### src/rtl/sdram_port_arbiter.sv
// Two-port Avalon-MM arbiter in front of the SDRAM controller slave. Captures one command at a
// time and tracks outstanding reads in a tag FIFO so read data returns to the issuing port.
module sdram_port_arbiter #(
  parameter int unsigned ADDR_W      = 25,
  parameter int unsigned DATA_W      = 16,
  parameter int unsigned MAX_PENDING = 4,
  parameter int unsigned PRIO_MODE   = 0
) (
  input  logic                clk_clk,
  input  logic                reset_reset_n,
  input  logic [ADDR_W-1:0]   rq0_address,
  input  logic                rq0_read,
  input  logic                rq0_write,
  input  logic [DATA_W-1:0]   rq0_writedata,
  input  logic [DATA_W/8-1:0] rq0_byteenable,
  output logic                rq0_waitrequest,
  output logic [DATA_W-1:0]   rq0_readdata,
  output logic                rq0_readdatavalid,
  input  logic [ADDR_W-1:0]   rq1_address,
  input  logic                rq1_read,
  input  logic                rq1_write,
  input  logic [DATA_W-1:0]   rq1_writedata,
  input  logic [DATA_W/8-1:0] rq1_byteenable,
  output logic                rq1_waitrequest,
  output logic [DATA_W-1:0]   rq1_readdata,
  output logic                rq1_readdatavalid,
  output logic [ADDR_W-1:0]   m_address,
  output logic                m_read,
  output logic                m_write,
  output logic [DATA_W-1:0]   m_writedata,
  output logic [DATA_W/8-1:0] m_byteenable,
  input  logic                m_waitrequest,
  input  logic [DATA_W-1:0]   m_readdata,
  input  logic                m_readdatavalid,
  output logic [1:0]          grant_o,
  output logic                err_o
);

  localparam int unsigned BE_W  = DATA_W / 8;
  localparam int unsigned PTR_W = $clog2(MAX_PENDING);
  localparam int unsigned CNT_W = $clog2(MAX_PENDING + 1);
  localparam logic [CNT_W-1:0] CntMax = CNT_W'(MAX_PENDING);

  typedef enum logic [0:0] {StIdle, StIssue} state_e;

  state_e state_q, state_d;

  logic [MAX_PENDING-1:0] tag_mem_q;
  logic [PTR_W-1:0]       wr_ptr_q, rd_ptr_q;
  logic [CNT_W-1:0]       cnt_q;
  logic                   last_q;

  logic [1:0]        elig;
  logic              cap, win_id;
  logic [ADDR_W-1:0] sel_address;
  logic [DATA_W-1:0] sel_writedata;
  logic [BE_W-1:0]   sel_byteenable;
  logic              sel_read, sel_write;
  logic              push, pop, head;

  // Writes never occupy a tag slot, so only reads are held off by a full FIFO.
  always_comb begin
    elig[0] = rq0_write | (rq0_read & (cnt_q < CntMax));
    elig[1] = rq1_write | (rq1_read & (cnt_q < CntMax));
    cap     = (state_q == StIdle) && (elig != 2'b00);
    win_id  = elig[1];
    if (elig == 2'b11) begin
      win_id = (PRIO_MODE != 0) ? 1'b0 : ~last_q;
    end
  end

  always_comb begin
    sel_address    = win_id ? rq1_address    : rq0_address;
    sel_writedata  = win_id ? rq1_writedata  : rq0_writedata;
    sel_byteenable = win_id ? rq1_byteenable : rq0_byteenable;
    sel_read       = win_id ? rq1_read       : rq0_read;
    sel_write      = win_id ? rq1_write      : rq0_write;
  end

  always_ff @(posedge clk_clk or negedge reset_reset_n) begin
    if (!reset_reset_n) begin
      state_q <= StIdle;
    end else begin
      state_q <= state_d;
    end
  end

  always_comb begin
    state_d = state_q;
    unique case (state_q)
      StIdle:  if (cap) state_d = StIssue;
      StIssue: if (!m_waitrequest) state_d = StIdle;
      default: state_d = StIdle;
    endcase
  end

  always_comb begin
    rq0_waitrequest = 1'b1;
    rq1_waitrequest = 1'b1;
    if (reset_reset_n && cap) begin
      if (win_id) rq1_waitrequest = 1'b0;
      else        rq0_waitrequest = 1'b0;
    end
  end

  always_ff @(posedge clk_clk or negedge reset_reset_n) begin
    if (!reset_reset_n) begin
      m_address    <= '0;
      m_writedata  <= '0;
      m_byteenable <= '0;
      m_read       <= 1'b0;
      m_write      <= 1'b0;
      grant_o      <= 2'b00;
      last_q       <= 1'b1;
    end else if (cap) begin
      m_address    <= sel_address;
      m_writedata  <= sel_writedata;
      m_byteenable <= sel_byteenable;
      m_read       <= sel_read;
      m_write      <= sel_write;
      grant_o      <= win_id ? 2'b10 : 2'b01;
      last_q       <= win_id;
    end else if (state_q == StIssue && !m_waitrequest) begin
      m_read  <= 1'b0;
      m_write <= 1'b0;
      grant_o <= 2'b00;
    end
  end

  assign push = cap & sel_read;
  assign pop  = m_readdatavalid & (cnt_q != '0);
  assign head = tag_mem_q[rd_ptr_q];

  always_ff @(posedge clk_clk or negedge reset_reset_n) begin
    if (!reset_reset_n) begin
      tag_mem_q         <= '0;
      wr_ptr_q          <= '0;
      rd_ptr_q          <= '0;
      cnt_q             <= '0;
      err_o             <= 1'b0;
      rq0_readdatavalid <= 1'b0;
      rq1_readdatavalid <= 1'b0;
      rq0_readdata      <= '0;
      rq1_readdata      <= '0;
    end else begin
      if (push) begin
        tag_mem_q[wr_ptr_q] <= win_id;
        wr_ptr_q            <= wr_ptr_q + 1'b1;
      end
      if (pop) begin
        rd_ptr_q <= rd_ptr_q + 1'b1;
      end
      if (push && !pop) begin
        cnt_q <= cnt_q + 1'b1;
      end else if (pop && !push) begin
        cnt_q <= cnt_q - 1'b1;
      end
      // A beat with nothing outstanding is dropped and latched as an error.
      if (m_readdatavalid && cnt_q == '0) begin
        err_o <= 1'b1;
      end
      rq0_readdatavalid <= pop & ~head;
      rq1_readdatavalid <= pop & head;
      if (pop && !head) rq0_readdata <= m_readdata;
      if (pop && head)  rq1_readdata <= m_readdata;
    end
  end

endmodule

### config.mk
export PLATFORM = sky130hd
export DESIGN_NAME = sdram_port_arbiter
export DESIGN_NICKNAME = d
export VERILOG_FILES = /design/src/rtl/sdram_port_arbiter.sv
export SDC_FILE = /design/constraint.sdc
export NUM_CORES = 1
export LEC_CHECK = 0
export ABC_AREA = 1
export CAP_MARGIN = 20
export CORE_MARGIN = 1.5
export CORE_UTILIZATION = 25
export CTS_CLUSTER_DIAMETER = 50
export DETAILED_ROUTE_END_ITERATION = 10
export HOLD_SLACK_MARGIN = 0.08
export PLACE_DENSITY = 0.56
export SLEW_MARGIN = 5
export SYNTH_ARGS = -nofsm -noshare
export SYNTH_HDL_FRONTEND = slang
export SYNTH_SLANG_ARGS = --single-unit
### constraint.sdc
create_clock -name clk_clk -period 2.7 [get_ports clk_clk]
set_clock_uncertainty 0.15 [all_clocks]
set_input_delay 0.675 -clock clk_clk [delete_from_list [all_inputs] [get_ports clk_clk]]
set_output_delay 0.675 -clock clk_clk [all_outputs]
set_load 0.005 [all_outputs]
==> results of run 1 <==
-- cells by family (layout without fill, tap and decap cells) --
group / Yosys count / after routing / share of synthesized area [%]
buffers and inverters: 55 / 263 / 6.98
adder cells (fa/ha/maj): 6 / 6 / 1.99
AO/OA/AOI/OAI: 39 / 39 / 5.08
XOR/XNOR: 4 / 4 / 0.846
AND/OR/NAND/NOR: 266 / 266 / 27.7
flip-flops: 95 / 95 / 57.4
-- path summary, 6_finish.rpt --
kind,to,slack (ns),startpoint
min in group clk_clk,err_o,0.33,err_o
max in group asynchronous,m_address[24],1.39,reset_reset_n
setup / recovery,rq1_waitrequest,0.07,rq1_write
hold reg to reg,err_o,0.33,err_o
setup reg to reg,cnt_q[2],0.43,cnt_q[2]
hold / removal,m_address[2],0.23,reset_reset_n
-- through the flow --
stage	instance area [um2]	worst slack [ns]	setup TNS [ns]	total power, mW
2_1_floorplan	4140	0.212	0	4.09
3_3_place_gp	6330	-0.327	-0.984	5.88
3_5_place_dp	6330	-0.410	-1.19	5.94
4_1_cts	6620	-0.0379	-0.0645	7.22
5_1_grt	6640	0.000358	0	7.73
6_report	6640	0.0699	0	7.13
-- synthesized netlist by cell type --
cell                         n  share of area [%]
sky130_fd_sc_hd__nand3_2     1               0.24
sky130_fd_sc_hd__fa_1        1               0.48
sky130_fd_sc_hd__dfstp_2     1               0.63
sky130_fd_sc_hd__buf_6       8                2.2
sky130_fd_sc_hd__a31o_2      1               0.21
sky130_fd_sc_hd__inv_4       4               0.60
sky130_fd_sc_hd__nor2_1      2               0.18
sky130_fd_sc_hd__nor2_8      1               0.48
sky130_fd_sc_hd__inv_1      31                2.8
sky130_fd_sc_hd__xor2_1      3               0.63
sky130_fd_sc_hd__nand2_2     7                1.1
sky130_fd_sc_hd__buf_2      10                1.2
sky130_fd_sc_hd__nand3_1    53                6.4
sky130_fd_sc_hd__inv_2       1              0.091
sky130_fd_sc_hd__nand2_4     3               0.82
sky130_fd_sc_hd__nand4_1     4               0.60
sky130_fd_sc_hd__o21ai_0    18                2.2
sky130_fd_sc_hd__nand2_1   194                 18
sky130_fd_sc_hd__dfrtp_1    94                 57
sky130_fd_sc_hd__clkbuf_1    1              0.091
sky130_fd_sc_hd__a21oi_1     3               0.36
sky130_fd_sc_hd__xnor2_1     1               0.21
sky130_fd_sc_hd__a21oi_4     1               0.39
sky130_fd_sc_hd__o21ai_1    16                1.9
sky130_fd_sc_hd__ha_1        5                1.5
sky130_fd_sc_hd__nor2_4      1               0.27
-- layout make-up --
type	instances	area (um2)
fill	1556	9420
sequential	95	2380
timing repair buffer	211	2080
multi-input combinational	315	1480
tap	216	270
clock buffer	9	225
inverter	36	145
clock inverter	7	65.1
-- sequential cells by signal, indices dropped and copies added (netlist names) --
name	flops
m_byteenable	2
rq0_readdata	16
rd_ptr_q	2
tag_mem_q	4
m_read	1
rq1_readdata	16
m_write	1
rq0_readdatavalid	1
state_q	1
last_q	1
m_writedata	16
m_address	25
wr_ptr_q	2
rq1_readdatavalid	1
grant_o	2
err_o	1
cnt_q	3
-- cells in the final DEF, fill, tap and decap left out --
cell | synthesis | final
sky130_fd_sc_hd__fa_2 | 0 | 1
sky130_fd_sc_hd__inv_4 | 4 | 4
sky130_fd_sc_hd__nand2_4 | 3 | 4
sky130_fd_sc_hd__dlygate4sd2_1 | 0 | 1
sky130_fd_sc_hd__inv_8 | 0 | 2
sky130_fd_sc_hd__clkdlybuf4s50_1 | 0 | 188
sky130_fd_sc_hd__nand2_1 | 194 | 194
sky130_fd_sc_hd__a31o_2 | 1 | 1
sky130_fd_sc_hd__buf_6 | 8 | 1
sky130_fd_sc_hd__clkdlybuf4s15_1 | 0 | 1
sky130_fd_sc_hd__clkbuf_16 | 0 | 9
sky130_fd_sc_hd__inv_1 | 31 | 29
sky130_fd_sc_hd__buf_2 | 10 | 1
sky130_fd_sc_hd__nor2_1 | 2 | 2
sky130_fd_sc_hd__clkinv_4 | 0 | 3
sky130_fd_sc_hd__clkinvlp_4 | 0 | 1
sky130_fd_sc_hd__xor2_1 | 3 | 3
sky130_fd_sc_hd__buf_12 | 0 | 1
sky130_fd_sc_hd__nand3_1 | 53 | 53
sky130_fd_sc_hd__nand2_2 | 7 | 6
sky130_fd_sc_hd__o21ai_1 | 16 | 17
sky130_fd_sc_hd__nor2_8 | 1 | 1
sky130_fd_sc_hd__dfrtp_1 | 94 | 94
sky130_fd_sc_hd__xnor2_1 | 1 | 1
sky130_fd_sc_hd__ha_1 | 5 | 5
sky130_fd_sc_hd__inv_2 | 1 | 3
sky130_fd_sc_hd__a21oi_4 | 1 | 1
sky130_fd_sc_hd__o21ai_0 | 18 | 17
sky130_fd_sc_hd__nor2_4 | 1 | 1
sky130_fd_sc_hd__a21oi_1 | 3 | 3
sky130_fd_sc_hd__nand3_2 | 1 | 1
sky130_fd_sc_hd__inv_6 | 0 | 1
sky130_fd_sc_hd__nand4_1 | 4 | 4
sky130_fd_sc_hd__dfstp_2 | 1 | 1
sky130_fd_sc_hd__dlymetal6s2s_1 | 0 | 1
sky130_fd_sc_hd__buf_4 | 0 | 17
-- power by group --
part,switching [mW],internal (mW),total [mW]
Clock,0.586,0.646,1.23
Combinational,1.53,1.82,3.35
Sequential,0.418,2.13,2.55
-- routing by layer --
layer	wire [um]	share of wire, %	vias to the layer above
li1	-	-	1875
met1	5070	45	1739
met2	5100	46	144
met3	859	7.7	12
met4	177	1.6	0
met5	0	0	-
-- worst max-delay path, cell delays in order --
cell,delay (ns)
sky130_fd_sc_hd__clkdlybuf4s50_1,0.50
sky130_fd_sc_hd__inv_2,0.06
sky130_fd_sc_hd__nand2_4,0.08
sky130_fd_sc_hd__nor2_4,0.05
sky130_fd_sc_hd__nor2_8,0.13
sky130_fd_sc_hd__nand3_1,0.08
sky130_fd_sc_hd__clkdlybuf4s15_1,0.22
-- what timing repair did --
item / 4_1_cts / 5_1_grt
setup endpoints to repair: 3 / 3
pin swaps: 1 / 4
buffers inserted: 0 / 2
cloned: 0 / 0
resized for setup: 5 / 9
endpoints found under the hold margin: 0 / 0
==> impl_summary.txt, run 1 <==
----------------------------------------------------
[GRT]
  GR Util met2 ... 21.1%
  Overall global routing resource usage ... 13.6%
  Maximum number of pins on one net before global-route repair ... 70
  Number of global-route vias before repair ... 3753
  Met1 usage in global routing ... 17.6%
  Wire length of the first global-routing pass ... 18.9 mm
  Global-route track usage on met3 ... 4.21%
  Peak-usage layer in the global routing report ... met2
  Initial antenna violation count ... 0
  Residual overflow from global routing ... 0

[Setup path]
  Arrival @ worst endpoint ... 1.81 ns
  Reg2reg path depth ... 14
  Crit path required time ... 1.88 ns
  Kind of critical path ... in -> out
  CP Max Fanout ... 4
  Sort of element at the start of the critical path ... input port
  Worst setup EP type ... output port

[Die]
  Y dimension of the die ... 132 um
  DIE WIDTH ... 132 um
  Starting Density ... 25.8%
  Overall die area ... 17300 um2
  Placeable core area ... 16100 um2
  Standard-cell row count ... 46
  I/O pins ... 194

[Timing]
  Relative slew slack ... 42.3%
  RSZ-0062 raised after global routing ... no
  Max-slew violation total from the final report ... 0
  Period Utilization, post-route ... 97.4%
  Final setup viols ... 0
  Top achievable clock speed ... 380 MHz
  Shortest clock period the worst path allows after layout ... 2.63 ns
  Worst hold slack across all endpoints ... 0.230 ns
  Final hold viol count ... 0
  Transition time at the pin with the least slew margin ... 0.866 ns

[Outcome]
  Result of the run ... completed

[CTS]
  Sinks on the clock net ... 95
  Number of buffers added to fix hold violations after cts ... 0
  Clock tree from TritonCTS ... yes
  TritonCTS Buffers ... 9
  Clk_lat worst skew ... 0.34 ns
  H-tree depth reported by CTS ... 3
  Max clock buf depth ... 2
  Library cell used as clock root buffer ... sky130_fd_sc_hd__clkbuf_16
  Reg clk slew, reported paths ... 0.07 ns

[Finish]
  Finished Core Util ... 41.4%
  Area growth from synthesis to final layout ... 60.4%
  Number of antenna cells inserted ... 0
  Number of nets in the layout ... 784
  Final instance count without filler cells ... 889
  Share of post-route cells with drive strength above 1 ... 8.92%

[Placed design]
  Placed cell count ... 871
  Count of input and output buffers ... 193
  Final estimated routing congestion in global placement ... 0.749
  Total half-perimeter wirelength after legalization and detailed placement ... 8.33 mm

[Synth]
  Net count after synthesis ... 581
  Mapped cell area ... 4140 um2
  Register area share after synthesis ... 57.4%
  Warnings from Yosys ... 0
  Distinct cell type count after synthesis ... 26
  Synthesized flop and latch total ... 95
  Post-synthesis average cell area ... 8.90 um2
  Synthesized instance count ... 465

[Routing]
  Detailed-router iteration count before antenna repair ... 6
  First DRT Iteration DRCs ... 157
  Final wirelength ... 11.2 mm
  Detailed-route wire length per cell ... 12.6 um
  DR vias ... 3770
  Count of unresolved DRC violations after routing ... 0
  Number of nets with antenna violations after detailed routing ... 0
  Ratio of routed vias to standard cells ... 4.24

[Pwr]
  Peak supply drop ... 0.000384 V
  Leakage component of the power ... 3.07 nW
  Total power density per cell area ... 1070 nW/um2

[Run]
  Number of max-cap violations ... 0

[Worst hold path]
  Min-delay worst type ... in -> async

----------------------------------------------------
Note: power is estimated with default switching activity, not from simulation.
==> run 2: changes to the inputs <==
--- a/config.mk
+++ b/config.mk
@@ -7,12 +7,14 @@
 export LEC_CHECK = 0
 export ABC_AREA = 1
 export CAP_MARGIN = 20
+export CELL_PAD_IN_SITES_DETAIL_PLACEMENT = 1
+export CELL_PAD_IN_SITES_GLOBAL_PLACEMENT = 1
 export CORE_MARGIN = 1.5
 export CORE_UTILIZATION = 25
 export CTS_CLUSTER_DIAMETER = 50
 export DETAILED_ROUTE_END_ITERATION = 10
 export HOLD_SLACK_MARGIN = 0.08
-export PLACE_DENSITY = 0.56
+export PLACE_DENSITY = 0.73
 export SLEW_MARGIN = 5
 export SYNTH_ARGS = -nofsm -noshare
 export SYNTH_HDL_FRONTEND = slang
==> run 2 against run 1 <==
Against the previous run: critical path type unchanged; count of clock-buffer cells in the layout is the same; total power grew 2.7%; global-route usage grew 2.4 points; final cell count shrank 0.11%; sequential cell count is the same; core utilization grew 0.26 points; sequential share of layout area shrank 0.23 points; first-iteration DRC count shrank 29%; largest cell class unchanged; final area grew 0.64%; setup slack lost 0.0031 ns; clock power grew 6%; critical path depth is the same.
==> impl_summary.txt, run 2 (synthesized netlist as in run 1, its figures left out) <==
----------------------------------------------------
[Outcome]
  Result of the run ... completed

[Timing]
  Shortest clock period the worst path allows after layout ... 2.63 ns (+0.00306 ns)
  Relative slew slack ... 53.9% (+12 points)
  Transition time at the pin with the least slew margin ... 0.691 ns (-0.175 ns)
  Worst Slack Setup Final ... 0.0668 ns (-0.00306 ns)
  Period Utilization, post-route ... 97.5% (+0.11 points)
  Final setup viols ... 0 (unchanged)
  Final hold viol count ... 0 (unchanged)
  Top achievable clock speed ... 380 MHz (-0.12%)
  Max-slew violation total from the final report ... 0 (unchanged)

[Setup path]
  Crit path required time ... 1.88 ns (about the same)
  WP buf/inv ... 3 (unchanged)
  Critical path's largest stage delay ... 0.48 ns (-0.02 ns)
  Slowest cell on the critical path ... sky130_fd_sc_hd__clkdlybuf4s50_1
  Kind of critical path ... in -> out
  Flop2flop setup slack ... 0.33 ns (-0.10 ns)
  CP Max Fanout ... 3 (-1)
  Worst setup EP type ... output port
  Sort of element at the start of the critical path ... input port
  Worst r2r src ... cnt_q[2]
  Reg2reg path depth ... 15 (+1)
  Terminus of the critical flop-to-flop path ... cnt_q[2]
  Crit-path cells ... clkdlybuf4s50_1 -> inv_1 -> nand2_4 -> nor2_4 -> nor2_8 -> nand3_1 -> dlygate4sd2_1
  Family of cells with the greatest summed delay on the critical path ... buffers and inverters
  Arrival @ worst endpoint ... 1.81 ns (about the same)

[Routing]
  Number of nets with antenna violations after detailed routing ... 0 (unchanged)
  Top routing layer in use ... met4
  DR vias ... 3877 (+2.8%)
  Total met2 wirelength after detailed routing ... 6.70 mm (+31%)
  Amount of wire on met3 after detailed routing ... 867 um (+0.93%)
  Count of unresolved DRC violations after routing ... 0 (unchanged)
  Detailed-router iteration count before antenna repair ... 4 (-2)
  First DRT Iteration DRCs ... 112 (-29%)
  Routed metal-1 wire length ... 5.45 mm (+7.6%)
  Ratio of routed vias to standard cells ... 4.37 (+3.0%)
  Final wirelength ... 13.2 mm (+18%)
  Detailed-route wire length per cell ... 14.9 um (+18%)

[Run]
  Number of max-cap violations ... 0 (unchanged)

[Worst hold path]
  Start point of the worst min-delay path ... last_q
  Hold Path Depth ... 2
  Worst Hold Endpoint ... last_q
  Min-delay worst type ... reg -> reg

[Finish]
  Number of flip-flops in the largest register ... 25 (unchanged)
  Largest register by flop count ... m_address
  Share of post-route cells with drive strength above 1 ... 8.93% (+0.013 points)
  Fill cells ... 1847 (+19%)
  Area growth from synthesis to final layout ... 61.4%
  Top library cells by usage in the layout, fill and taps aside ... sky130_fd_sc_hd__nand2_1 (194), sky130_fd_sc_hd__clkdlybuf4s50_1 (187), sky130_fd_sc_hd__dfrtp_1 (94)
  Number of nets in the layout ... 783 (-0.13%)
  Finished Core Util ... 41.6% (+0.26 points)
  Leading cell type in the layout, fill and taps excluded ... sky130_fd_sc_hd__nand2_1
  Number of antenna cells inserted ... 0 (unchanged)

[CTS]
  H-tree depth reported by CTS ... 3 (unchanged)
  Reg clk slew, reported paths ... 0.06 ns (about the same)
  Max clock buf depth ... 2 (unchanged)
  Library cell used as clock root buffer ... sky130_fd_sc_hd__clkbuf_16
  Clock tree from TritonCTS ... yes
  TritonCTS Buffers ... 9 (unchanged)
  Clk_lat worst skew ... 0.34 ns (about the same)
  Sinks on the clock net ... 95 (unchanged)

[Pwr]
  Leakage component of the power ... 3.08 nW (+0.43%)
  Power, Total ... 7.32 mW (+2.7%)
  Total power density per cell area ... 1100 nW/um2 (+2.0%)
  Peak supply drop ... 0.000391 V (+1.8%)

[Placed design]
  Worst slack at placement ... -0.397 ns (+0.0131 ns)
  Total half-perimeter wirelength after legalization and detailed placement ... 10.0 mm (+21%)
  Count of input and output buffers ... 193 (unchanged)
  Final estimated routing congestion in global placement ... 0.779 (+4.1%)

[Die]
  Placeable core area ... 16100 um2 (unchanged)
  Overall die area ... 17300 um2 (unchanged)
  Standard-cell row count ... 46 (unchanged)
  I/O pins ... 194 (unchanged)
  Y dimension of the die ... 132 um (unchanged)
  DIE WIDTH ... 132 um (unchanged)
  Starting Density ... 25.8% (unchanged)

[GRT]
  Residual overflow from global routing ... 0 (unchanged)
  Number of global-route vias before repair ... 4440 (+18%)
  Wire length of the first global-routing pass ... 22.3 mm (+18%)
  Initial antenna violation count ... 0 (unchanged)
  Overall global routing resource usage ... 15.9% (+2.4 points)
  Maximum number of pins on one net before global-route repair ... 55 (-21%)

----------------------------------------------------
-- run 2: how the worst max path moves through the flow --
stage          cells after the start  slack, ns         endpoint  startpoint
2_1_floorplan                     14       0.21         cnt_q[2]    rq0_read
3_3_place_gp                       9      -0.31  rq0_waitrequest    rq0_read
3_5_place_dp                      15      -0.40         cnt_q[2]    rq0_read
4_1_cts                            8       0.03  rq1_waitrequest    rq0_read
5_1_grt                           14      -0.07         cnt_q[2]   rq1_write
6_report                           7       0.07  rq1_waitrequest   rq1_write
-- run 2: worst min-delay path, delay by kind of cell (launching register included) --
| family | cells | cell delay, ns |
|---|---|---|
| flip-flops | 1 | 0.38 |
| AND/OR/NAND/NOR | 2 | 0.11 |
-- run 2: metal layers --
layer	vias up	GRT usage, %
li1	1865	-
met1	1877	18.5
met2	123	28.3
met3	12	4.55
met4	0	5.06
met5	-	0
-- run 2: area by class of cell --
cell class | count | area (um2) | area share (%)
Timing Repair Buffer | 210 | 2100 | 31.4
Tap cell | 216 | 270 | 4.04
Inverter | 36 | 145 | 2.17
Sequential cell | 95 | 2380 | 35.6
Clock inverter | 7 | 80.1 | 1.20
Clock buffer | 9 | 225 | 3.37
Multi-Input combinational cell | 315 | 1490 | 22.2
-- run 2: timing repair --
action	in CTS	in global routing
endpoints found under the hold margin	4	0
gates resized for setup	7	8
setup buffers	0	0
pin swaps	1	2
setup endpoints to repair	3	4
hold buffers	1	0
-- run 2: power by group --
group	total, mW	switching (mW)	internal (mW)
clock	1.30	0.575	0.728
combinational	3.47	1.63	1.84
sequential	2.55	0.415	2.13
-- run 2: stage by stage --
stage	hold WS, ns	cell area, um2	setup TNS (ns)	instances
after detailed placement	0.320	6350	-1.19	871
after global placement	0.314	6350	-0.870	871
final	0.330	6680	0	888
after floorplan	0.229	4140	0	465
after global routing	0.352	6680	-0.0707	888
after CTS	0.331	6670	0	888
==> run 3: changes to the inputs <==
--- a/config.mk
+++ b/config.mk
@@ -10,11 +10,11 @@
 export CELL_PAD_IN_SITES_DETAIL_PLACEMENT = 1
 export CELL_PAD_IN_SITES_GLOBAL_PLACEMENT = 1
 export CORE_MARGIN = 1.5
-export CORE_UTILIZATION = 25
+export CORE_UTILIZATION = 29
 export CTS_CLUSTER_DIAMETER = 50
 export DETAILED_ROUTE_END_ITERATION = 10
 export HOLD_SLACK_MARGIN = 0.08
-export PLACE_DENSITY = 0.73
+export PLACE_DENSITY = 0.82
 export SLEW_MARGIN = 5
 export SYNTH_ARGS = -nofsm -noshare
 export SYNTH_HDL_FRONTEND = slang
==> run 3 against run 2 <==
Against the previous run: clock power is essentially flat; fmax grew 0.39%; global-route usage up 1.9 points; sequential share of layout area is 0.32 points higher; worst hold slack worse by 0.17 ns; core utilization grew 5.9 points; critical endpoint unchanged; largest cell class unchanged; sequential cell count unchanged.
==> impl_summary.txt, run 3 (synthesized netlist as in run 1, its figures left out) <==
----------------------------------------------------
[Finish]
  Area growth from synthesis to final layout ... 60.0%
  Top library cells by usage in the layout, fill and taps aside ... sky130_fd_sc_hd__nand2_1 (194), sky130_fd_sc_hd__clkdlybuf4s50_1 (187), sky130_fd_sc_hd__dfrtp_1 (94)
  Largest register by flop count ... m_address
  Final instance count without filler cells ... 853 (-3.9%)
  Final standard cell area without fillers ... 6620 um2 (-0.90%)
  Leading cell type in the layout, fill and taps excluded ... sky130_fd_sc_hd__nand2_1
  Number of nets in the layout ... 784 (+0.13%)
  Share of post-route cells with drive strength above 1 ... 8.77% (-0.16 points)
  Number of antenna cells inserted ... 0 (unchanged)
  Number of flip-flops in the largest register ... 25 (unchanged)
  Finished Core Util ... 47.5% (+5.9 points)

[GRT]
  Maximum number of pins on one net before global-route repair ... 54 (-1.8%)
  Initial antenna violation count ... 0 (unchanged)
  Peak-usage layer in the global routing report ... met2
  Global-route track usage on met3 ... 5.48% (+0.93 points)
  Number of global-route vias before repair ... 4353 (-2.0%)
  GR Util met2 ... 30.9% (+2.6 points)
  Overall global routing resource usage ... 17.8% (+1.9 points)
  Residual overflow from global routing ... 0 (unchanged)
  Wire length of the first global-routing pass ... 20.9 mm (-6.2%)
  Met1 usage in global routing ... 20.9% (+2.4 points)

[Timing]
  Final hold viol count ... 0 (unchanged)
  Transition time at the pin with the least slew margin ... 0.658 ns (-0.0328 ns)
  Final setup viols ... 0 (unchanged)
  Worst hold slack across all endpoints ... 0.164 ns (-0.165 ns)
  Period Utilization, post-route ... 97.1% (-0.38 points)
  Top achievable clock speed ... 381 MHz (+0.39%)
  Final-layout setup total negative slack ... 0 ns (unchanged)
  RSZ-0062 raised after global routing ... no
  Worst Slack Setup Final ... 0.0771 ns (+0.0103 ns)
  Relative slew slack ... 56.1% (+2.2 points)
  Shortest clock period the worst path allows after layout ... 2.62 ns (-0.0103 ns)
  Max-slew violation total from the final report ... 0 (unchanged)

[Die]
  Y dimension of the die ... 122 um (-7.0%)
  I/O pins ... 194 (unchanged)
  Standard-cell row count ... 43 (-6.5%)
  Starting Density ... 29.7% (+3.9 points)
  DIE WIDTH ... 122 um (-7.0%)
  Placeable core area ... 13900 um2 (-13%)
  Overall die area ... 15000 um2 (-13%)

[Pwr]
  Clock network fraction of design power ... 18.1% (+0.3 points)
  Sw Pwr ... 2.64 mW (+0.83%)
  Net Sw Frac ... 36.0% (+0.21 points)
  Cell internal power dissipation ... 4.70 mW (about the same)
  Sequential cell fraction of total power ... 34.9% (about the same)
  Total power density per cell area ... 1110 nW/um2 (+1.1%)
  Peak supply drop ... 0.000396 V (+1.4%)
  Combinational fraction of design power ... 47.0% (-0.4 points)
  Leakage component of the power ... 3.08 nW (about the same)
  Power, Total ... 7.34 mW (+0.24%)

[Routing]
  Final wirelength ... 13.0 mm (-1.8%)
  First DRT Iteration DRCs ... 143 (+28%)
  Detailed-route wire length per cell ... 15.2 um (+2.2%)
  Number of nets with antenna violations after detailed routing ... 0 (unchanged)
  DR vias ... 3932 (+1.4%)
  Ratio of routed vias to standard cells ... 4.61 (+5.6%)
  Count of unresolved DRC violations after routing ... 0 (unchanged)
  Detailed-router iteration count before antenna repair ... 4 (unchanged)

[CTS]
  Max clock buf depth ... 2 (unchanged)
  Sinks on the clock net ... 95 (unchanged)
  Clk_lat worst skew ... 0.34 ns (about the same)
  Library cell used as clock root buffer ... sky130_fd_sc_hd__clkbuf_16
  H-tree depth reported by CTS ... 3 (unchanged)
  TritonCTS Buffers ... 9 (unchanged)
  Reg clk slew, reported paths ... 0.07 ns (about the same)
  Clock tree from TritonCTS ... yes

[Outcome]
  Result of the run ... completed

[Setup path]
  Arrival @ worst endpoint ... 1.80 ns (about the same)
  CP Max Fanout ... 3 (unchanged)
  Worst setup EP type ... output port
  Reg2reg path depth ... 15 (unchanged)
  Sort of element at the start of the critical path ... input port
  Crit path required time ... 1.88 ns (about the same)
  Kind of critical path ... in -> out

[Placed design]
  Placed standard-cell area ... 6300 um2 (-0.79%)
  Final estimated routing congestion in global placement ... 0.756 (-3.0%)
  Count of input and output buffers ... 193 (unchanged)
  Placed cell count ... 836 (-4.0%)
  Worst slack at placement ... -0.383 ns (+0.0141 ns)
  Total half-perimeter wirelength after legalization and detailed placement ... 9.76 mm (-2.8%)

[Run]
  Number of max-cap violations ... 0 (unchanged)

[Worst hold path]
  Min-delay worst type ... in -> async

----------------------------------------------------
==> run 3: cell count changes in the layout (fill, tap and decap cells not counted), sizes merged <==
cell / change
buf: +1
clkinv: -2
clkinvlp: -1
dlygate4sd2: +1
dlymetal6s2s: -1
inv: +3
==> run 3: area by class of cell <==
type                            instances  area (um2)
Clock buffer                            9         225
Fill cell                            1607        7310
Multi-Input combinational cell        315        1480
Clock inverter                          7        81.3
Tap cell                              180         225
Timing Repair Buffer                  211        2090
Inverter                               36         145
Sequential cell                        95        2380
==> run 3: routing by layer <==
metal / up-vias / share of wire (%)
li1: 1873 / -
met1: 1912 / 41
met2: 133 / 51
met3: 14 / 7.1
met4: 0 / 1.5
met5: - / 0
==> run 3: power groups by stage <==
stage	clock network, mW	logic, mW	registers [mW]
global placement	0	3.33	2.55
detailed placement	0	3.48	2.59
CTS	1.37	3.51	2.58
floorplan	0	1.52	2.57
finish	1.33	3.45	2.56
global route	1.43	3.84	2.65
==> run 3: final timing paths <==
kind / slack (ns) / start / endpoint
worst min register to register: 0.33 / grant_o[1] / grant_o[1]
worst max-delay path: 0.08 / rq0_write / rq1_waitrequest
worst min-delay path: 0.16 / reset_reset_n / last_q
worst max register to register: 0.45 / cnt_q[2] / cnt_q[2]
min in group clk_clk: 0.33 / grant_o[1] / grant_o[1]
max in group asynchronous: 1.05 / reset_reset_n / rq1_readdata[1]
==> run 3: worst max-delay path, stage by stage <==
cell	delay, ns
sky130_fd_sc_hd__clkdlybuf4s50_1	0.48
sky130_fd_sc_hd__inv_1	0.06
sky130_fd_sc_hd__nand2_2	0.09
sky130_fd_sc_hd__nand2_2	0.08
sky130_fd_sc_hd__nand2_4	0.09
sky130_fd_sc_hd__inv_4	0.04
sky130_fd_sc_hd__nand3_1	0.06
sky130_fd_sc_hd__dlygate4sd2_1	0.23
==> run 3: repair_timing <==
action / in CTS / in global routing
endpoints found under the hold margin: 6 / 0
hold buffers: 1 / 0
resized for setup: 5 / 7
buffers inserted: 0 / 0
gates cloned: 0 / 0
pin swaps: 2 / 2
setup endpoints to repair: 3 / 2
